$ cat src/rtl/rotate_kick_unit_pkg.sv
// rotate_kick_unit_pkg: rotation direction codes, kick offset table and FSM state encoding
package rotate_kick_unit_pkg;
    localparam logic [1:0] DIR_CW   = 2'd0;
    localparam logic [1:0] DIR_CCW  = 2'd1;
    localparam logic [1:0] DIR_180  = 2'd2;
    localparam logic [1:0] DIR_HOLD = 2'd3;
    localparam logic signed [3:0] KICK_DX [4] = '{4'sd0, -4'sd1, 4'sd1, -4'sd2};
    typedef enum logic [1:0] {ST_IDLE, ST_ROT, ST_CHECK, ST_DONE} state_t;
endpackage

$ cat src/rtl/rotate_kick_unit_if.sv
// rotate_kick_unit_if: request/result handshake plus board row-read port
interface rotate_kick_unit_if #(
    parameter int N       = 4,
    parameter int BOARD_W = 10,
    parameter int XW      = 5,
    parameter int YW      = 5
);
    logic               req_valid;
    logic               req_ready;
    logic [1:0]         req_dir;
    logic [0:N*N-1]     float_in;
    logic [XW-1:0]      pos_x;
    logic [YW-1:0]      pos_y;
    logic [YW-1:0]      row_addr;
    logic [BOARD_W-1:0] row_data;
    logic               done;
    logic               ok;
    logic [0:N*N-1]     new_float;
    logic [XW-1:0]      new_x;
    logic [YW-1:0]      new_y;
    modport master (
        output req_valid, req_dir, float_in, pos_x, pos_y, row_data,
        input  req_ready, row_addr, done, ok, new_float, new_x, new_y
    );
    modport slave (
        input  req_valid, req_dir, float_in, pos_x, pos_y, row_data,
        output req_ready, row_addr, done, ok, new_float, new_x, new_y
    );
endinterface

$ cat src/rtl/rotate_kick_unit_rotate_mask.sv
// rotate_kick_unit_rotate_mask: combinational NxN mask rotator (CW, CCW, 180, hold)
module rotate_kick_unit_rotate_mask
    import rotate_kick_unit_pkg::*;
#(
    parameter int N = 4
) (
    input  logic [0:N*N-1] mask,
    input  logic [1:0]     dir,
    output logic [0:N*N-1] rotated
);
    for (genvar r = 0; r < N; r++) begin : g_r
        for (genvar c = 0; c < N; c++) begin : g_c
            assign rotated[r*N+c] = dir == DIR_CW  ? mask[(N-1-c)*N+r] :
                                    dir == DIR_CCW ? mask[c*N+N-1-r] :
                                    dir == DIR_180 ? mask[(N-1-r)*N+N-1-c] : mask[r*N+c];
        end
    end
endmodule

$ cat src/rtl/rotate_kick_unit.sv
// rotate_kick_unit: rotates the falling piece and searches the kick table for a
// collision-free placement using a pipelined 1-cycle-latency board row read.
module rotate_kick_unit
    import rotate_kick_unit_pkg::*;
#(
    parameter int N       = 4,
    parameter int BOARD_W = 10,
    parameter int BOARD_H = 20,
    parameter int XW      = 5,
    parameter int YW      = 5,
    parameter int KICKS   = 4
) (
    input logic              clk,
    input logic              rst_n,
    rotate_kick_unit_if.slave bus
);
    localparam int CW = $clog2(N + 1);
    state_t                state, state_n;
    logic [1:0]            dir;
    logic [0:N*N-1]        flt, rot, rot_c;
    logic [XW-1:0]         px, res_x;
    logic [YW-1:0]         py;
    logic [CW-1:0]         cnt, r;
    logic [1:0]            kidx;
    logic                  hit, res_ok, row_hit, last, pass;
    logic signed [XW+1:0]  dx;
    logic [YW:0]           row_y;
    logic [N-1:0]          col_hit;

    rotate_kick_unit_rotate_mask #(.N(N)) u_rot (.mask(flt), .dir(dir), .rotated(rot_c));

    assign bus.req_ready = state == ST_IDLE;
    assign bus.row_addr  = py + YW'(cnt);
    assign dx    = dir == DIR_CCW ? -(XW+2)'(KICK_DX[kidx]) : (XW+2)'(KICK_DX[kidx]);
    // row_data in count cycle cnt belongs to the row addressed one cycle earlier
    assign r     = cnt - 1'b1;
    assign row_y = {1'b0, py} + (YW+1)'(r);

    for (genvar c = 0; c < N; c++) begin : g_col
        logic signed [XW+1:0] x;
        logic [BOARD_W-1:0]   sh;
        assign x  = $signed({2'b00, px}) + dx + (XW+2)'(c);
        assign sh = bus.row_data >> x;
        assign col_hit[c] = rot[r*N+c] && (x < 0 || x >= BOARD_W || row_y >= BOARD_H || sh[0]);
    end

    assign row_hit = state == ST_CHECK && cnt != '0 && |col_hit;
    assign last    = state == ST_CHECK && cnt == CW'(N);
    assign pass    = !(hit || row_hit);

    always_ff @(posedge clk or negedge rst_n) begin
        if (!rst_n) state <= ST_IDLE;
        else state <= state_n;
    end

    always_comb begin
        state_n = state;
        if (state == ST_IDLE && bus.req_valid) state_n = ST_ROT;
        if (state == ST_ROT) state_n = ST_CHECK;
        if (last && (pass || kidx == 2'(KICKS - 1))) state_n = ST_DONE;
        if (state == ST_DONE) state_n = ST_IDLE;
    end

    always_ff @(posedge clk or negedge rst_n) begin
        if (!rst_n) begin
            dir           <= '0;
            flt           <= '0;
            px            <= '0;
            py            <= '0;
            rot           <= '0;
            cnt           <= '0;
            kidx          <= '0;
            hit           <= 1'b0;
            res_ok        <= 1'b0;
            res_x         <= '0;
            bus.done      <= 1'b0;
            bus.ok        <= 1'b0;
            bus.new_float <= '0;
            bus.new_x     <= '0;
            bus.new_y     <= '0;
        end else begin
            bus.done <= state == ST_DONE;
            if (bus.req_ready && bus.req_valid) begin
                dir <= bus.req_dir;
                flt <= bus.float_in;
                px  <= bus.pos_x;
                py  <= bus.pos_y;
            end
            if (state == ST_ROT) begin
                rot  <= rot_c;
                cnt  <= '0;
                kidx <= '0;
                hit  <= 1'b0;
            end
            if (state == ST_CHECK) begin
                cnt <= last ? '0 : cnt + 1'b1;
                hit <= !last && (hit || row_hit);
                if (last) begin
                    kidx   <= kidx + 1'b1;
                    res_ok <= pass;
                    res_x  <= px + XW'(dx);
                end
            end
            if (state == ST_DONE) begin
                bus.ok        <= res_ok;
                bus.new_float <= res_ok ? rot : flt;
                bus.new_x     <= res_ok ? res_x : px;
                bus.new_y     <= py;
            end
        end
    end
endmodule

$ cat src/flat_wrapper.sv
// flat-port wrapper written by rule: the top's interface ports become plain ports
module rotate_kick_unit_flat import rotate_kick_unit_pkg::*;
#(
    parameter int N       = 4,
    parameter int BOARD_W = 10,
    parameter int BOARD_H = 20,
    parameter int XW      = 5,
    parameter int YW      = 5,
    parameter int KICKS   = 4
)
  (clk, rst_n, bus_req_valid, bus_req_dir, bus_float_in, bus_pos_x, bus_pos_y, bus_row_data, bus_req_ready, bus_row_addr, bus_done, bus_ok, bus_new_float, bus_new_x, bus_new_y);
  rotate_kick_unit_if #(.N(N), .BOARD_W(BOARD_W), .XW(XW), .YW(YW)) bus_i ();
  input logic clk;
  input logic rst_n;
  input wire logic [$bits(bus_i.req_valid)-1:0] bus_req_valid;
  input wire logic [$bits(bus_i.req_dir)-1:0] bus_req_dir;
  input wire logic [$bits(bus_i.float_in)-1:0] bus_float_in;
  input wire logic [$bits(bus_i.pos_x)-1:0] bus_pos_x;
  input wire logic [$bits(bus_i.pos_y)-1:0] bus_pos_y;
  input wire logic [$bits(bus_i.row_data)-1:0] bus_row_data;
  output wire logic [$bits(bus_i.req_ready)-1:0] bus_req_ready;
  output wire logic [$bits(bus_i.row_addr)-1:0] bus_row_addr;
  output wire logic [$bits(bus_i.done)-1:0] bus_done;
  output wire logic [$bits(bus_i.ok)-1:0] bus_ok;
  output wire logic [$bits(bus_i.new_float)-1:0] bus_new_float;
  output wire logic [$bits(bus_i.new_x)-1:0] bus_new_x;
  output wire logic [$bits(bus_i.new_y)-1:0] bus_new_y;
  assign bus_i.req_valid = bus_req_valid;
  assign bus_i.req_dir = bus_req_dir;
  assign bus_i.float_in = bus_float_in;
  assign bus_i.pos_x = bus_pos_x;
  assign bus_i.pos_y = bus_pos_y;
  assign bus_i.row_data = bus_row_data;
  assign bus_req_ready = bus_i.req_ready;
  assign bus_row_addr = bus_i.row_addr;
  assign bus_done = bus_i.done;
  assign bus_ok = bus_i.ok;
  assign bus_new_float = bus_i.new_float;
  assign bus_new_x = bus_i.new_x;
  assign bus_new_y = bus_i.new_y;
  rotate_kick_unit #(.N(N), .BOARD_W(BOARD_W), .BOARD_H(BOARD_H), .XW(XW), .YW(YW), .KICKS(KICKS)) u_core (.clk(clk), .rst_n(rst_n), .bus(bus_i));
endmodule
$ cat config.mk
export PLATFORM = sky130hd
export DESIGN_NAME = rotate_kick_unit_flat
export DESIGN_NICKNAME = d
export VERILOG_FILES = /design/src/rtl/rotate_kick_unit_pkg.sv /design/src/rtl/rotate_kick_unit_if.sv /design/src/rtl/rotate_kick_unit_rotate_mask.sv /design/src/rtl/rotate_kick_unit.sv /design/src/flat_wrapper.sv
export SDC_FILE = /design/constraint.sdc
export NUM_CORES = 1
export LEC_CHECK = 0
export ABC_AREA = 1
export CORE_MARGIN = 2
export CORE_UTILIZATION = 45
export CTS_BUF_LIST = sky130_fd_sc_hd__clkbuf_4 sky130_fd_sc_hd__clkbuf_8
export CTS_CLUSTER_DIAMETER = 80
export CTS_CLUSTER_SIZE = 24
export DETAILED_ROUTE_END_ITERATION = 7
export GPL_TIMING_DRIVEN = 0
export HOLD_SLACK_MARGIN = 0.1
export PLACE_DENSITY = 0.7
export SYNTH_ARGS = -nofsm -noshare
export SYNTH_HDL_FRONTEND = slang
export SYNTH_HIERARCHICAL = 1
export SYNTH_SLANG_ARGS = --single-unit
$ cat constraint.sdc
create_clock -name clk -period 3.7 [get_ports clk]
set_input_delay 0.37 -clock clk [delete_from_list [all_inputs] [get_ports clk]]
set_output_delay 0.37 -clock clk [all_outputs]
set_load 0.02 [all_outputs]
# Word-level counts from Yosys, hierarchy flattened

Cells that the tools add are included.
W data, S select, Z words.

Add/subtract/negate cells: 14
$lt $le $gt $ge: 14
Equality and inequality tests: 7
Shift operators: 4
Multiplexer cells: 78
Bitwise operators: 5
Reduce and logical (&&, ||, !) cells: 33

Operators by type and width:

| cell                  | number |
|---|---|
| $ge A33 B5 Y1 const B | 4 |
| $not A32 Y33          | 3 |
| $mux W1               | 58 |
| $shr A10 B7 Y1        | 4 |
| $not A5 Y33           | 1 |
| $ge A7 B5 Y1 const B  | 4 |
| $lt A7 B1 Y1 const B  | 4 |
| $bmux W1 S4           | 4 |
| $mux W16              | 1 |
| $add A7 B3 Y7 const B | 2 |
| $logic_or A1 B1 Y1    | 14 |
| $mux W2               | 7 |
| $add A5 B2 Y6 const B | 2 |
| $logic_and A1 B1 Y1   | 10 |
| $mux W3               | 3 |
| $bmux W4 S2           | 1 |
| $eq A2 B2 Y1 const B  | 4 |
| $mux W4               | 2 |
| $add A6 B7 Y7         | 1 |
| $add A7 B2 Y7 const B | 1 |
| $mux W7               | 1 |
| $neg A4 Y7            | 1 |
| $add A5 B1 Y6 const B | 1 |
| $add A5 B3 Y6         | 1 |
| 18 further kinds      | 21 |

Register bits: 86
Output and inout port bits: 34
Word-level logic and storage cells: 171

# Logic depth before layout (Yosys ltp)

Gate-level depths: netlist (run 1).

Word-level depth: 21
Gate-level depth with buffers: 28
Mapped depth without buffers: 27

# Modules after synthesis

The synthesis (run 1) kept the hierarchy.

By module, submodules not included:

| module                       | times used | cells an instance | area an instance (um^2) |
|---|---|---|---|
| rotate_kick_unit             | 1          | 654               | 5,094.9 |
| rotate_kick_unit_rotate_mask | 1          | 169               | 723.2 |

# Worst setup path before layout (run 1)

Ideal clock, no wire load.

Path kind: register to register
From: register u_core.kidx[0]
To: register u_core.state[1]
Library setup time: 124 ps
Data arrival time: 3,351 ps
Data required time: 3,576 ps
Slack: 224 ps
Stages on the path, launching flop included: 26
Path buffers: 1
Cell sequence: dfrtp_1 > inv_1 > ha_1 > inv_1 > ha_1 > fa_1 > buf_2 > inv_1 > ha_1 > inv_1 > nand2_1 > o21ai_0 > nand2_1 > nand2_1 > nand2_1 > nand2_1 > nor2_1 > nand3_1 > nand2_1 > nand2_1 > o21bai_2 > nand2_2 > nand2_2 > nand2_2 > nand3_1 > nand3_1

Longest elaborated chain between the ends: 21

Ends and longest elaborated chain:

| what                                                  | RTL line               | source |
|---|---|---|
| start, declared                                       | rotate_kick_unit.sv:24 | `logic [1:0] kidx;` |
| start signal, assigned                                | rotate_kick_unit.sv:99 | `kidx <= kidx + 1'b1;` |
| $not A2 Y3 (not written as such) (*)                  | rotate_kick_unit.sv:34 | `assign dx = dir == DIR_CCW ? -(XW+2)'(KICK_DX[kidx]) : (XW+2)'(KICK_DX[kidx]);` |
| $bmux W4 S2 (*)                                       | rotate_kick_unit.sv:34 |  |
| $mux W4 (not written as such) (*) (2 in series)       | rotate_kick_unit.sv:34 |  |
| $neg A4 Y7                                            | rotate_kick_unit.sv:34 |  |
| $mux W7 (*)                                           | rotate_kick_unit.sv:34 |  |
| $add A6 B7 Y7 (*)                                     | rotate_kick_unit.sv:42 | `assign x = $signed({2'b00, px}) + dx + (XW+2)'(c);` |
| net u_core.g_col[0].x[1]                              | rotate_kick_unit.sv:40 | `logic signed [XW+1:0] x;` |
| $add A7 B2 Y7 / $add A7 B3 Y7 (equally long branches) | rotate_kick_unit.sv:42 |  |
| [5 not listed]                                        | -                      |  |
| $reduce_or A4 Y1 (*)                                  | rotate_kick_unit.sv:47 | `assign row_hit = state == ST_CHECK && cnt != '0 && \|col_hit;` |
| $logic_and A1 B1 Y1 (*)                               | rotate_kick_unit.sv:47 |  |
| $logic_or A1 B1 Y1 (*)                                | rotate_kick_unit.sv:49 | `assign pass = !(hit \|\| row_hit);` |
| $logic_not A1 Y1 (*)                                  | rotate_kick_unit.sv:49 |  |
| $logic_or A1 B1 Y1 (*)                                | rotate_kick_unit.sv:60 | `if (last && (pass \|\| kidx == 2'(KICKS - 1))) state_n = ST_DONE;` |
| $logic_and A1 B1 Y1 (*)                               | rotate_kick_unit.sv:60 |  |
| $mux W2                                               | rotate_kick_unit.sv:60 |  |
| $mux W2                                               | rotate_kick_unit.sv:61 | `if (state == ST_DONE) state_n = ST_IDLE;` |
| end signal, assigned                                  | rotate_kick_unit.sv:53 | `else state <= state_n;` |
| end, declared                                         | rotate_kick_unit.sv:18 | `state_t state, state_n;` |

The timed path passes the listed nets; every way through them passes the cells marked *. The select of a mux whose other input is x is not followed.
A chain may end at the register's enable or synchronous reset.

# Worst setup path in the final report (run 1)

Same ends and word-level chain as after synthesis.

==> results of run 1 <==
[Yosys cell counts, types with 2 or more instances]
library cell | instances | area share, %
nand2_1 | 308 | 20
a21oi_1 | 16 | 1.4
nor2_4 | 2 | 0.39
o21ai_0 | 74 | 6.4
clkbuf_1 | 17 | 1.1
dfrtp_1 | 86 | 37
nor2_1 | 55 | 3.5
inv_1 | 72 | 4.6
nand4_1 | 2 | 0.22
clkinv_1 | 4 | 0.26
nand2_2 | 6 | 0.65
nor3_1 | 3 | 0.26
fa_1 | 3 | 1.0
xor2_1 | 6 | 0.90
mux2_2 | 23 | 4.5
buf_4 | 6 | 0.77
nand3_1 | 79 | 6.8
o22ai_1 | 5 | 0.54
buf_2 | 7 | 0.60
ha_1 | 32 | 6.9
o21ai_1 | 3 | 0.26
xnor2_1 | 3 | 0.45
[repair_timing]
| action | CTS | global route |
|---|---|---|
| pin swaps | 3 | 13 |
| buffers inserted | 6 | 11 |
| hold endpoints to repair | 29 | 0 |
| hold buffers | 1 | 0 |
| gates resized for setup | 8 | 21 |
| endpoints found under the setup margin | 4 | 4 |
[worst max-delay path, delay by kind of cell (launching register included)]
kind                     cells  cell delay [ns]
AO/OA/AOI/OAI                1             0.15
flip-flops                   1             0.40
AND/OR/NAND/NOR             15             1.09
buffers and inverters        5             0.52
adder cells (fa/ha/maj)      4             1.29
[power groups by stage]
| stage | Combinational, mW | Sequential, mW | Clock, mW |
|---|---|---|---|
| 2_1_floorplan | 3.15 | 1.74 | 0 |
| 3_3_place_gp | 4.40 | 1.78 | 0 |
| 3_5_place_dp | 4.45 | 1.77 | 0 |
| 4_1_cts | 4.60 | 1.76 | 0.668 |
| 5_1_grt | 5.47 | 1.82 | 0.703 |
| 6_report | 4.91 | 1.76 | 0.647 |
[cell usage in the layout, fill, tap and decap left out, drive strengths merged]
cell type	n
clkdlybuf4s50	73
clkinvlp	2
nand4	2
nand3	80
o211ai	1
inv	74
nor3	3
clkbuf	26
fa	3
o21bai	1
nand2	314
buf	33
dlygate4sd3	1
xor2	7
mux2	23
o21a	1
nor2	57
clkinv	7
dfrtp	86
nand3b	1
o21ai	78
a31oi	1
o22ai	5
xnor2	3
ha	32
a21oi	16
[state kept, by name (all words and copies together), names as in the netlist]
signal	flops
u_core/bus.new_x	5
u_core/res_x	5
u_core/bus.done	1
u_core/rot	16
u_core/px	5
u_core/flt	16
u_core/py	5
u_core/bus.new_float	16
u_core/kidx	2
u_core/bus.new_y	5
u_core/state	2
u_core/dir	2
u_core/cnt	3
u_core/hit	1
u_core/bus.ok	1
u_core/res_ok	1
[how the worst min path moves through the flow]
stage	from	to	slack [ns]	cells after the start
detailed placement	rst_n	u_core/bus.done	0.34	1
CTS	rst_n	u_core/bus.done	0.47	2
finish	rst_n	u_core/bus.new_float[6]	0.47	2
global route	rst_n	u_core/cnt[2]	0.51	2
global placement	u_core/bus.new_y[2]	u_core/bus.new_y[2]	0.46	2
floorplan	rst_n	u_core/bus.done	0.07	0
[final cells by class]
| cell class | count | area, um^2 | share of cell area [%] |
|---|---|---|---|
| clock buffers | 11 | 151 | 2.09 |
| flip-flops and latches | 86 | 2150 | 29.8 |
| plain buffers | 29 | 154 | 2.13 |
| repair buffers | 93 | 911 | 12.6 |
| well taps | 172 | 215 | 2.97 |
| multi-input cells | 628 | 3310 | 45.7 |
| clock inverters | 5 | 41.3 | 0.571 |
| inverters | 78 | 302 | 4.17 |
[metal layers]
layer	share of wire (%)	up-vias	GRT usage [%]	wire, um
li1	-	2834	-	-
met1	48	2569	34.3	7680
met4	0.48	0	3.09	77
met2	45	201	35.5	7260
met3	6.5	6	4.84	1040
met5	0	-	0	0
[stage by stage]
step,setup slack [ns],setup TNS (ns),std cells,util [%]
floorplan,0.224,0,823,-
global placement,-0.891,-76.79,1069,53.7
detailed placement,-0.380,-1.04,1070,53.9
CTS,0.0374,0,1092,56.1
global route,-0.0774,-0.152,1102,57.3
finish,0.116,0,1102,57.3
[logic make-up (layout without fill, tap and decap cells)]
kind of cell | after synthesis | in the layout
buffers and inverters | 109 | 216
AND/OR/NAND/NOR | 457 | 457
adder cells (fa/ha/maj) | 35 | 35
AO/OA/AOI/OAI | 103 | 103
flip-flops | 86 | 86
multiplexers | 23 | 23
XOR/XNOR | 10 | 10
==> run metrics, run 1 <==
worst-margin pin slew=0.720 ns; Die H=118 um; Post-synth top flop=dfrtp_1; per-cell routed wire length=14.6 um; RR Endpoint=u_core/state[1]; synth warn=6; Clock Power Share=8.8%; simple-gate area share of the yosys netlist=32.0%; Post-DP Area=6800 um^2; Via density=5.09; DRT iter0 DRCs=400; Worst Skew=0.0111 ns; # IOs=75; port buffer count=74; Overflow after GRT=0; Net Sw Power=3.74 mW; Slew HR=52.0%; Slew Limit Fails=0; path type of the worst setup path=flop to flop; first-pass GRT wire length=25.8 mm; status=finished clean; capture point of the worst path=u_core/state[1]; CP max stage delay=0.55 ns; reg2reg path depth=25; FF+latch count, synth=86; synth unique cells=33; Worst-path clk slew=0.09 ns; cell area after synthesis=5820 um^2; syn nets=899; share of cells above drive strength 1=11.2%; Fillers=1,236; CTS Buf Count=9; DR vias=5,610; Leak=3.63 nW; mux share of post-synthesis cell area=4.45%; Worst setup EP type=flop; post-synthesis xor/xnor area fraction=1.63%; site row count=41; Initial Util=46.1%; nets@finish=1,001; Max FO, Critical Path=7; Design Power=7.32 mW; routability-driven placement congestion ratio=0.893; Seq/Total Area, Yosys=37.0%; antenna violations before repair=0; TritonRoute pass-1 iters=5; Max-Cap Viols=0; # DRC=0; Max Root-Sink Buffers=2; Clock Latency Late Sink=0.37 ns; CTS tree=built; final setup fails=0; P_int=3.58 mW; Worst path most repeated cell=nand2_1; Area Growth Syn to Fin=24.4%; mean post-synth cell area=7.07 um^2; GRT Overall Usage=23.0%; PwrDens=1010 nW/um^2; period utilization=96.9%; Critical Path RT=3.96 ns; final instance area=7240 um^2; core box area=12,600 um^2; dpl hpwl=11.8 mm; R2R setup slack=0.12 ns; largest net degree at the start of global routing=58; Diodes inserted=0; number of synthesized flops with an enable pin=0; part of the power in combinational logic=67.1%; Synth Area in Compound Gates=9.25%; sequential power share=24.1%; Worst EP arrival=3.85 ns; clock root buffer=clkbuf_8; FMAX=279 MHz; CP max-delay cell=fa_2; Sink Count=86; Post-Synth Adder-Cell Area=7.91%; CP Launch Point=u_core/kidx[0]; Die ar.=13,900 um^2; Post-Route WL=16.1 mm; final count of hold timing violations=0; Die X-Extent=118 um; Async S/R FF share, synth=100%; Peak supply drop=0.000437 V; Post-Syn Instances=823; worst r2r src=u_core/kidx[0]; switching share of power=51.1%; Hold Path Class=input port to asynchronous set/reset pin; post-detailed-route count of antenna-violating nets=0; Critical Path Start Type=flop; min Tclk post-route=3.58 ns; Clock H-tree levels=3; largest family of logic cells by synthesized area=simple AND/OR/NAND/NOR gates; Hold Slack=0.470 ns; RSZ-0062 raised after global routing=yes; vias in the first global route=4,919
Power figures use the tool's default switching activity.
==> run 2, diff against run 1 <==
--- a/config.mk
+++ b/config.mk
@@ -6,6 +6,7 @@
 export NUM_CORES = 1
 export LEC_CHECK = 0
 export ABC_AREA = 1
+export CORE_ASPECT_RATIO = 0.8
 export CORE_MARGIN = 2
 export CORE_UTILIZATION = 45
 export CTS_BUF_LIST = sky130_fd_sc_hd__clkbuf_4 sky130_fd_sc_hd__clkbuf_8
==> constraint.sdc (replaced) <==
create_clock -name clk -period 3.7 [get_ports clk]
set_input_delay 0.37 -clock clk [delete_from_list [all_inputs] [get_ports clk]]
set_output_delay 0.37 -clock clk [all_outputs]
set_load 0.005 [all_outputs]
==> run metrics, run 2 (synthesized netlist as in run 1, its figures left out) <==
CP max stage delay=0.54 ns (was 0.55 ns); Worst-path clk slew=0.09 ns (about the same); GRT Overall Usage=23.5% (was 23.0%); Initial Util=45.7% (was 46.1%); core box area=12,700 um^2 (was 12,600 um^2); most frequent cells in the layout=nand2_1 (306), dfrtp_1 (83), nand3_1 (78), o21ai_0 (74), clkdlybuf4s50_1 (73) (was nand2_1 (307), dfrtp_1 (85), nand3_1 (76), clkdlybuf4s50_1 (73), o21ai_0 (72)); final setup fails=0 (unchanged); Worst setup EP type=flop (unchanged); min Tclk post-route=3.48 ns (was 3.58 ns); clock root buffer=clkbuf_8 (unchanged); final instance area=7240 um^2 (about the same); Design Power=7.16 mW (was 7.32 mW); Leak=3.62 nW (was 3.63 nW); biggest regs=u_core/bus.new_float (16), u_core/flt (16), u_core/rot (16) (unchanged); CP max-delay cell=fa_2 (unchanged); worst-margin pin slew=0.792 ns (was 0.720 ns); post-detailed-route count of antenna-violating nets=0 (unchanged); Clock Latency Late Sink=0.37 ns (about the same); first-pass GRT wire length=25.9 mm (was 25.8 mm); Slew HR=47.2% (was 52.0%); Area Growth Syn to Fin=24.4% (about the same); vias in the first global route=4,951 (was 4,919); # IOs=75 (unchanged); Sink Count=86 (unchanged); Post-DP Area=6800 um^2 (about the same); Critical Path RT=3.95 ns (was 3.96 ns); CTS Buf Count=9 (unchanged); site row count=37 (was 41); TritonRoute pass-1 iters=5 (unchanged); Hold Path Class=input port to asynchronous set/reset pin (unchanged); Diodes inserted=0 (unchanged); Worst EP arrival=3.72 ns (was 3.85 ns); status=finished clean (unchanged); reg2reg path depth=25 (unchanged); Critical Path Start Type=flop (unchanged); share of cells above drive strength 1=11.1% (was 11.2%); DR vias=5,638 (was 5,610); dpl hpwl=11.9 mm (was 11.8 mm); met2 usage=33.2% (was 35.5%); R2R setup slack=0.22 ns (was 0.12 ns); Max FO, Critical Path=7 (unchanged); # DRC=0 (unchanged); path type of the worst setup path=flop to flop (unchanged); Die H=106 um (was 118 um); grt peak-use layer=met1 (was met2); commonest non-fill, non-tap cell in the layout=nand2_1 (unchanged); Peak supply drop=0.000368 V (was 0.000437 V); Max Root-Sink Buffers=2 (unchanged); GR Layer Usage met1=37.1% (was 34.3%); Max-Cap Viols=0 (unchanged); CTS tree=built (unchanged); FMAX=288 MHz (was 279 MHz); DRT iter0 DRCs=440 (was 400); per-cell routed wire length=14.5 um (was 14.6 um); Post-Route WL=16.0 mm (was 16.1 mm); Via density=5.11 (was 5.09); final count of hold timing violations=0 (unchanged); period utilization=93.9% (was 96.9%); Worst path most repeated cell=nand2_1 (unchanged); antenna violations before repair=0 (unchanged); PwrDens=989 nW/um^2 (was 1010 nW/um^2); port buffer count=74 (unchanged); largest net degree at the start of global routing=59 (was 58); Worst Skew=0.0121 ns (was 0.0111 ns); grt met3 use=4.71% (was 4.84%); routability-driven placement congestion ratio=0.940 (was 0.893); Overflow after GRT=0 (unchanged); Die ar.=13,900 um^2 (about the same); Clock H-tree levels=3 (unchanged); Die X-Extent=131 um (was 118 um); RSZ-0062 raised after global routing=yes (unchanged); Slew Limit Fails=0 (unchanged); nets@finish=1,000 (was 1,001)
run 2: cell count changes in the layout (fill, tap and decap cells not counted), moves of 2 or more:
cell	change
o21ai_1	-2
o21ai_0	+2
buf_6	-2
dfrtp_1	-2
nand3_2	-2
nand3_1	+2
dfrtp_2	+2
run 2: worst paths after layout:
path,from,end
worst min-delay path,rst_n,u_core/rot[8]
worst max-delay path,u_core/kidx[0],u_core/state[1]
worst min register to register,u_core/bus.new_y[0],u_core/bus.new_y[0]
max in group asynchronous,rst_n,u_core/dir[1]
min in group clk,u_core/bus.new_y[0],u_core/bus.new_y[0]
worst max register to register,u_core/kidx[0],u_core/state[1]
run 2: where the power goes:
group	internal, mW	total, mW	switching, mW
registers	1.32	1.79	0.462
logic	1.95	4.70	2.75
clock network	0.328	0.676	0.348
total	3.60	7.16	3.56
run 2: stage by stage:
stage | instances | TNS [ns] | util, % | hold WS [ns] | setup slack, ns
2_1_floorplan | 823 | 0 | - | 0.0744 | 0.224
3_3_place_gp | 1072 | -77.13 | 53.2 | 0.459 | -0.897
3_5_place_dp | 1073 | -0.691 | 53.4 | 0.332 | -0.282
4_1_cts | 1093 | 0 | 55.6 | 0.481 | 0.0317
5_1_grt | 1103 | -0.0615 | 56.9 | 0.496 | -0.0418
6_report | 1103 | 0 | 56.9 | 0.469 | 0.225
run 2: cell type report:
cell class / count / area [um^2]
clock inverters: 5 / 57.6
inverters: 78 / 302
clock buffers: 10 / 138
flip-flops and latches: 86 / 2160
plain buffers: 29 / 154
repair buffers: 92 / 908
multi-input cells: 628 / 3300
fillers: 1236 / 5490
well taps: 175 / 219
run 2: worst max-delay path, delay by kind of cell, from the launching register on:
family / cells / cell delay (ns)
compound gates: 1 / 0.14
fa+ha+maj: 4 / 1.31
buf+inv: 5 / 0.45
flops: 1 / 0.39
simple gates: 15 / 1.06
run 2: repair_timing:
action | in CTS | in global routing
setup buffers | 5 | 11
gates cloned | 0 | 0
hold buffers | 1 | 0
gates resized for setup | 5 | 21
endpoints found under the setup margin | 4 | 4
endpoints found under the hold margin | 28 | 0
pin swaps | 1 | 14
run 2: layer usage:
metal | vias up | share of wire (%) | wire (um)
met1 | 2616 | 51 | 8160
li1 | 2821 | - | -
met2 | 192 | 41 | 6610
met3 | 9 | 7.1 | 1130
met4 | 0 | 0.90 | 144
met5 | - | 0 | 0
